## src/rtl/spi_cmd_ctrl.sv

```systemverilog
// spi_cmd_ctrl: decodes the SPI slave's received byte stream into frame-buffer
// writes and control-register accesses, and queues one read-response byte that
// is handed to the slave when chip select is released.
//
// Handshake semantics: there is no back-pressure in either direction.
//   mosi_rx  - one-cycle strobe; mosi_data is consumed on the same clk_sb edge.
//              A strobe may arrive every cycle.
//   miso_tx  - one-cycle request; the slave loads miso_data on that edge.
//              miso_data is held stable between loads.
//   fb_we    - one-cycle write strobe qualifying fb_addr/fb_wdata.
module spi_cmd_ctrl #(
    parameter int          ADDR_W = 11,
    parameter logic [7:0]  DEV_ID = 8'hA5
) (
    input  logic              clk_sb,
    input  logic              reset_n,
    input  logic              cs_n,
    input  logic              mosi_rx,
    input  logic [7:0]        mosi_data,
    output logic              miso_tx,
    output logic [7:0]        miso_data,
    output logic              fb_we,
    output logic [ADDR_W-1:0] fb_addr,
    output logic [7:0]        fb_wdata,
    output logic              display_en,
    output logic [7:0]        brightness,
    output logic              swap_req,
    output logic [3:0]        state_dbg
);

    typedef enum logic [3:0] {
        IDLE    = 4'd0,
        CMD     = 4'd1,
        FB_AH   = 4'd2,
        FB_AL   = 4'd3,
        FB_DATA = 4'd4,
        RR_IDX  = 4'd5,
        WR_IDX  = 4'd6,
        WR_DATA = 4'd7,
        DISCARD = 4'd8
    } state_t;

    state_t            state_q, state_d;

    logic              cs_meta_q, cs_sync_q, cs_del_q;
    logic              cs_fall, cs_rise, byte_ok;

    logic [ADDR_W-1:0] addr_q;
    logic [1:0]        wr_idx_q;
    logic              fb_we_q;
    logic [ADDR_W-1:0] fb_addr_q;
    logic [7:0]        fb_wdata_q;

    logic              display_en_q, swap_req_q;
    logic [7:0]        bright_q;
    logic              err_cmd_q, resp_ovr_q;

    logic              resp_pending_q, miso_tx_q;
    logic [7:0]        miso_data_q;
    logic [7:0]        reg_rd;

    logic              ah_fire, al_fire, fb_fire, rr_fire, wi_fire, wd_fire, bad_fire;

    // The sync flops reset to "selected" so that a reset in mid-frame cannot
    // fabricate a falling edge: the rest of that frame is ignored until cs_n
    // is released and asserted again.
    always_ff @(posedge clk_sb or negedge reset_n) begin
        if (!reset_n) begin
            cs_meta_q <= 1'b0;
            cs_sync_q <= 1'b0;
            cs_del_q  <= 1'b0;
        end else begin
            cs_meta_q <= cs_n;
            cs_sync_q <= cs_meta_q;
            cs_del_q  <= cs_sync_q;
        end
    end

    assign cs_fall = cs_del_q & ~cs_sync_q;
    assign cs_rise = ~cs_del_q & cs_sync_q;
    // A byte arriving once synced cs_n is high (including the rise cycle) is dropped.
    assign byte_ok = mosi_rx & ~cs_sync_q;

    // State register.
    always_ff @(posedge clk_sb or negedge reset_n) begin
        if (!reset_n) state_q <= IDLE;
        else          state_q <= state_d;
    end

    // Next-state logic and per-byte action decode.
    always_comb begin
        state_d  = state_q;
        ah_fire  = 1'b0;
        al_fire  = 1'b0;
        fb_fire  = 1'b0;
        rr_fire  = 1'b0;
        wi_fire  = 1'b0;
        wd_fire  = 1'b0;
        bad_fire = 1'b0;
        if (cs_sync_q) begin
            state_d = IDLE;
        end else begin
            case (state_q)
                IDLE: if (cs_fall) state_d = CMD;
                CMD: if (byte_ok) begin
                    case (mosi_data)
                        8'h01:   state_d = FB_AH;
                        8'h02:   state_d = RR_IDX;
                        8'h03:   state_d = WR_IDX;
                        default: begin
                            state_d  = DISCARD;
                            bad_fire = 1'b1;
                        end
                    endcase
                end
                FB_AH: if (byte_ok) begin
                    state_d = FB_AL;
                    ah_fire = 1'b1;
                end
                FB_AL: if (byte_ok) begin
                    state_d = FB_DATA;
                    al_fire = 1'b1;
                end
                FB_DATA: fb_fire = byte_ok;
                RR_IDX: if (byte_ok) begin
                    state_d = DISCARD;
                    rr_fire = 1'b1;
                end
                WR_IDX: if (byte_ok) begin
                    state_d = WR_DATA;
                    wi_fire = 1'b1;
                end
                WR_DATA: if (byte_ok) begin
                    state_d = DISCARD;
                    wd_fire = 1'b1;
                end
                DISCARD: state_d = DISCARD;
                default: state_d = IDLE;
            endcase
        end
    end

    // Register read mux, indexed by the incoming index byte.
    always_comb begin
        reg_rd = 8'h00;
        case (mosi_data[1:0])
            2'd0: reg_rd = {7'b0, display_en_q};
            2'd1: reg_rd = bright_q;
            2'd2: reg_rd = {6'b0, resp_ovr_q, err_cmd_q};
            2'd3: reg_rd = DEV_ID;
            default: reg_rd = 8'h00;
        endcase
    end

    // Frame-buffer address tracking and registered write port.
    always_ff @(posedge clk_sb or negedge reset_n) begin
        if (!reset_n) begin
            addr_q     <= '0;
            fb_we_q    <= 1'b0;
            fb_addr_q  <= '0;
            fb_wdata_q <= 8'h00;
        end else begin
            fb_we_q <= fb_fire;
            if (ah_fire) addr_q[ADDR_W-1:8] <= mosi_data[ADDR_W-9:0];
            if (al_fire) addr_q[7:0] <= mosi_data;
            if (fb_fire) begin
                fb_addr_q  <= addr_q;
                fb_wdata_q <= mosi_data;
                addr_q     <= addr_q + {{(ADDR_W-1){1'b0}}, 1'b1};
            end
        end
    end

    // Control registers, status flags and swap pulse.
    always_ff @(posedge clk_sb or negedge reset_n) begin
        if (!reset_n) begin
            wr_idx_q     <= 2'd0;
            display_en_q <= 1'b0;
            bright_q     <= 8'h80;
            swap_req_q   <= 1'b0;
            err_cmd_q    <= 1'b0;
            resp_ovr_q   <= 1'b0;
        end else begin
            swap_req_q <= 1'b0;
            if (wi_fire) wr_idx_q <= mosi_data[1:0];
            if (wd_fire) begin
                if (wr_idx_q == 2'd0) begin
                    display_en_q <= mosi_data[0];
                    swap_req_q   <= mosi_data[1];
                end else if (wr_idx_q == 2'd1) begin
                    bright_q <= mosi_data;
                end
            end
            // Reading STATUS clears it; a new error event in the same cycle wins.
            if (bad_fire) err_cmd_q <= 1'b1;
            else if (rr_fire && mosi_data[1:0] == 2'd2) err_cmd_q <= 1'b0;
            if (rr_fire && resp_pending_q) resp_ovr_q <= 1'b1;
            else if (rr_fire && mosi_data[1:0] == 2'd2) resp_ovr_q <= 1'b0;
        end
    end

    // Read-response capture and hand-off to the slave at frame end.
    always_ff @(posedge clk_sb or negedge reset_n) begin
        if (!reset_n) begin
            miso_data_q    <= 8'h00;
            resp_pending_q <= 1'b0;
            miso_tx_q      <= 1'b0;
        end else begin
            miso_tx_q <= cs_rise & resp_pending_q;
            if (rr_fire) begin
                miso_data_q    <= reg_rd;
                resp_pending_q <= 1'b1;
            end else if (cs_rise) begin
                resp_pending_q <= 1'b0;
            end
        end
    end

    assign miso_tx    = miso_tx_q;
    assign miso_data  = miso_data_q;
    assign fb_we      = fb_we_q;
    assign fb_addr    = fb_addr_q;
    assign fb_wdata   = fb_wdata_q;
    assign display_en = display_en_q;
    assign brightness = bright_q;
    assign swap_req   = swap_req_q;
    assign state_dbg  = state_q;

endmodule

```

## config.mk

```make
export PLATFORM = sky130hd
export DESIGN_NAME = spi_cmd_ctrl
export DESIGN_NICKNAME = d
export VERILOG_FILES = /design/src/rtl/spi_cmd_ctrl.sv
export SDC_FILE = /design/constraint.sdc
export NUM_CORES = 1
export LEC_CHECK = 0
export ABC_AREA = 1
export BUFFER_PORTS_ARGS = -buffer_cell sky130_fd_sc_hd__buf_4
export CAP_MARGIN = 20
export CORE_AREA = 10 10 88 90
export CTS_CLUSTER_SIZE = 12
export DETAILED_ROUTE_END_ITERATION = 8
export DIE_AREA = 0 0 98 100
export PLACE_DENSITY = 0.86
export SKIP_LAST_GASP = 1
export SLEW_MARGIN = 20
export SYNTH_ARGS = -nofsm -noshare
export SYNTH_HDL_FRONTEND = slang
export SYNTH_SLANG_ARGS = --single-unit
```

## constraint.sdc

```tcl
create_clock -name clk_sb -period 1.34 [get_ports clk_sb]
set_input_delay 0.134 -clock clk_sb [delete_from_list [all_inputs] [get_ports clk_sb]]
set_output_delay 0.134 -clock clk_sb [all_outputs]
set_load 0.02 [all_outputs]
```

# Word-level counts from Yosys, hierarchy flattened
# Cells that the tools add are included.
# Widths: inputs -> output; s select.
# classes
bitwise	7
n_reduce_logical	15
n_mux	37
add_sub_neg	1
n_eq_ne	22
# ops
operator	n
$pmux 4 s8	1
$pmux 8 s4	1
$mux 4	7
$mux 1	24
$eq 4x3->1 const B	4
$eq 8x2->1 const B	2
$ne 3x3->1 const B	5
$pmux 4 s3	1
$add 11x1->11 const B	1
$mux 11	1
$reduce_bool 2->1	5
$eq 4x2->1 const B	2
$eq 8x1->1 const B	1
$mux 8	1
$reduce_and 7->1	1
$and 1x1->1	4
$eq 2x1->1 const B	2
$eq 2x2->1 const B	2
$eq 4x1->1 const B	1
$eq 4x4->1 const B	1
$logic_not 2->1	2
$logic_not 4->1	1
$mux 3	1
$ne 3x1->1 const B	1
other kinds (7)	10
# totals
wordCells	100
reg_bits	62
out_inout_bits	43
input_bits	12

# Longest topological paths before layout
# depth
word_depth	8
mapped_depth	10
depth_no_buf	10

# Worst setup path before layout
# No wires, ideal clock.
# synth_path
kind	register to register
start	reg state_q[1], in the netlist state_dbg[1]
end	reg addr_q[9]
setup_time_ns	0.117
path_buffers	1
setup_slack_ns	-0.050
required_time_ns	1.223
synth_period_minus_slack_ns	1.390
arrival_time_ns	1.273
path_stages_with_launch	10
cell_sequence	dfrtp_1 nor2_2 nand3_1 buf_4 nand2_1 nand2_1 inv_2 nand2_1 nand3_1 nand2_1
# synth_via
elab_chain_len	4
elab_cells_between_ends	8
cone_classes	eq/ne: 2; mux: 5; reduce/logical: 1
# synth_rtl
element	line	source
start, declared	43	state_t state_q, state_d;
start signal, assigned	87	else state_q <= state_d;
$eq 4x3->1 or $eq 4x2->1 (tied branches)	103	case (state_q)
$mux 1	103	
$mux 1	100	if (cs_sync_q) begin
$mux 11 or $reduce_bool 2->1 (tied branches)	--	
end signal, assigned by index	164	if (ah_fire) addr_q[ADDR_W-1:8] <= mosi_data[ADDR_W-9:0];
end signal, assigned	169	addr_q <= addr_q + {{(ADDR_W-1){1'b0}}, 1'b1};
end, declared	48	logic [ADDR_W-1:0] addr_q;
# Several ways; a longest one is shown, not always the timed one.
# A chain may end at the register's enable or synchronous reset.

# Worst setup path after layout
# layout_path
start	reg state_q[0], in the netlist state_dbg[0]
end	reg addr_q[5]
# Same word-level chain as after synthesis.

==> results.py <==
metrics = {
    "outcome": {
        "status": "finished with violations",
        "violations": "setup timing",
    },
    "drt": {
        "vias": 2939,
        "firstDrtPassIters": 5,
        "drtIter0Drc": 307,
        "drt-total-wl_mm": 9.49,
        "drcViolationCount": 0,
        "via_per_inst": 5.38,
        "ant_nets": 0,
        "wl_per_cell_um": 17.4,
    },
    "pwr": {
        "p_seq_frac": 0.385,
        "intPower_mw": 3.87,
        "switching_power_mw": 1.32,
        "p_per_area_mw_per_mm2": 1220,
        "power.share.clock": 0.453,
        "swShare": 0.254,
        "peakVddDrop_mv": 0.825,
        "cellLeakagePower_nw": 2.18,
        "pwr-share-comb": 0.162,
    },
    "critical_path": {
        "crit_path_end": "addr_q[5]",
        "cp_max_fo": 6,
        "worst_ep_arrival_time_ns": 1.89,
        "worstRegToRegCells": 9,
        "worstSetupStartpointType": "flip-flop",
        "cp-startpoint": "state_dbg[0]",
        "timing.rr.end": "addr_q[5]",
        "worstPathRequired_ns": 1.63,
        "endpoint_kind": "flip-flop",
        "r2r-start": "state_dbg[0]",
        "r2r_slack_ns": -0.25,
        "path_class": "reg -> reg",
    },
    "clock_network": {
        "cts_root_buf": "clkbuf_8",
        "max-clock-path-buffers": 2,
        "clkLatencyLatePin_ns": 0.35,
        "clk_pin_slew_worst_paths_ns": 0.07,
        "cts_made_buffers": 9,
        "htree_levels": 3,
        "cts_sinks": 62,
        "cts_tree": "yes",
    },
    "floorplan": {
        "start_util": 0.471,
        "core_area_mm2": 0.00613,
        "pin_count": 55,
        "die-area_mm2": 0.00980,
        "num_rows": 29,
        "die_w_um": 98,
        "fp.dieH_um": 100,
    },
    "logic_synthesis": {
        "synth-edff-count": 0,
        "yosys_most_used_dff": "dfrtp_1",
        "ys_seq_elements": 62,
        "async_flop_share": 1.00,
        "yosys.area.top_type": "dfrtp_1",
        "syn_nets": 373,
        "synth_area_per_cell_um2": 8.02,
        "synth_top_cell_area_share": 0.529,
        "yosysUniqueCellTypes": 29,
        "syn_area_mm2": 0.00289,
        "netlist_top_cells_area": "dfrtp_1 (53%), nand2_1 (15%), o21ai_1 (5.7%), inv_1 (3.9%), nor2_1 (3.9%)",
        "synthCells": 360,
        "ys_warn_count": 0,
        "synth_seq_area_share": 0.538,
    },
    "placement": {
        "gp_congestion": 0.921,
        "place_area_mm2": 0.00361,
        "hpwl_mm": 5.79,
        "placed_cells": 512,
        "io_buffer_count": 54,
    },
    "timing": {
        "slew_violations": 0,
        "clock.fmax_ghz": 0.627,
        "fin_ws_ns": -0.255,
        "skew_ns": 0.00607,
        "rsz0062_at_grt": "true",
        "setup_violations": 45,
        "slew_headroom": 0.767,
        "max_slew.worst_pin.slew_ns": 0.350,
        "finalHoldViolations": 0,
        "min_period_ns": 1.59,
        "finalCritPeriodShare": 1.19,
    },
    "grt": {
        "grt.overflow.total": 0,
        "grt_pass1_wl_mm": 13.7,
        "track_usage": 0.170,
        "grt_max_degree": 27,
        "grt_pass1_vias": 2770,
        "antenna_found_initial": 0,
    },
    "cells_and_area": {
        "fin_cells": 546,
        "nFillCells": 444,
        "n_antenna_cell": 0,
        "num-nets-final": 477,
        "area_growth_pct": 47.8,
        "drive_above_1_share": 0.371,
        "regArea_mm2": 0.00156,
        "fin_area_mm2": 0.00427,
        "multi_input_area_mm2": 0.00135,
    },
    "run": {
        "max_cap_viol_count": 0,
    },
    "worst_hold_path": {
        "holdCritPathClass": "in -> reg",
    },
}
-- synthesized netlist by cell type, types with 3 or more instances --
cell type	n
nand2_1	118
dfrtp_1	61
o21ai_1	33
inv_1	30
nor2_1	30
nand3_1	22
o21ai_0	20
buf_2	7
inv_2	7
nand2_2	3
nor2_2	3
xor2_1	3
-- layout by cell type (no fill, tap or decap), types with 3 or more instances in the layout --
master,count
nor2_1,17
buf_4,93
o21ai_1,38
inv_2,6
inv_1,30
nand3_4,3
clkbuf_8,9
nand2_4,3
nand2_1,106
o21ai_0,12
nand3_1,19
bufinv_16,5
nor2_4,8
dfrtp_2,4
nor2_2,10
buf_12,3
dfrtp_1,57
nand2_2,12
o21ai_2,3
-- flip-flops by register name (all words and copies together), names as in the netlist, 2 cells and up --
name,count
fb_addr,11
addr_q,11
wr_idx_q,2
state_dbg,4
fb_wdata,8
miso_data,8
brightness,8
-- worst max-delay path: stages, from the launching register on --
cell	delay [ns]
dfrtp_2	0.48
nor2_4	0.19
nand2_2	0.09
nor2_4	0.13
buf_12	0.13
buf_4	0.12
nand3_1	0.11
nand3_1	0.15
nand2_1	0.09
inv_1	0.05
-- per-stage QoR --
stage               setup WS, ns  utilization  power, mW  TNS (ns)  hold WS, ns
finish                    -0.255        0.696       5.19     -2.67       0.0521
global route              -0.307        0.696       5.35     -5.69       0.0555
CTS                      -0.0596        0.655       5.08    -0.330       0.0409
detailed placement        -0.118        0.589       2.66     -1.19       0.0604
global placement          -0.138        0.589       2.65    -0.665       0.0600
floorplan                 0.0173            -       2.34         0       -0.162
-- worst min path at each step --
stage	start	end	slack, ns	cells after the start
6_report	mosi_data[7]	brightness[7]	0.05	3
5_1_grt	mosi_data[7]	brightness[7]	0.06	3
4_1_cts	mosi_data[7]	brightness[7]	0.04	3
3_5_place_dp	reset_n	miso_data[4]	0.06	1
3_3_place_gp	reset_n	miso_data[6]	0.06	1
2_1_floorplan	reset_n	addr_q[0]	-0.16	0
-- layer usage --
metal | vias to the layer above | share of wire | GRT usage
met5 | - | 0 | 0
met4 | 0 | 0.036 | 0.0481
met3 | 34 | 0.068 | 0.0563
met2 | 136 | 0.51 | 0.292
met1 | 1408 | 0.39 | 0.197
li1 | 1361 | - | -
-- kinds of logic after synthesis --
group,share of synthesized area
adders and majority gates,0.00433
and+or+nand+nor,0.271
DFF,0.538
xor gates and xnor gates,0.00910
buffers and inverters,0.0668
AOI/OAI and AO/OA,0.111
-- what timing repair did --
item	in CTS	in global routing
gates resized for setup	18	48
pin swaps	3	22
buffers inserted	4	11
hold buffers	2	0
hold endpoints to repair	28	0
gates cloned	0	2
setup endpoints to repair	36	50
-- power groups by stage --
stage	Sequential (mW)	Combinational (mW)	Clock (mW)
global placement	2.01	0.641	0
finish	2.00	0.843	2.35
floorplan	2.05	0.285	0
global route	2.01	0.912	2.43
CTS	1.98	0.721	2.37
detailed placement	2.02	0.641	0
-- layout make-up --
| cell class | count | area share |
|---|---|---|
| repair buffers | 102 | 0.197 |
| clock buffers | 9 | 0.0290 |
| inverters | 37 | 0.0331 |
| clock inverters | 7 | 0.0375 |
| multi-input cells | 252 | 0.316 |
| flip-flops and latches | 62 | 0.365 |
| well taps | 77 | 0.0226 |
(Power assumes the default switching activity.)
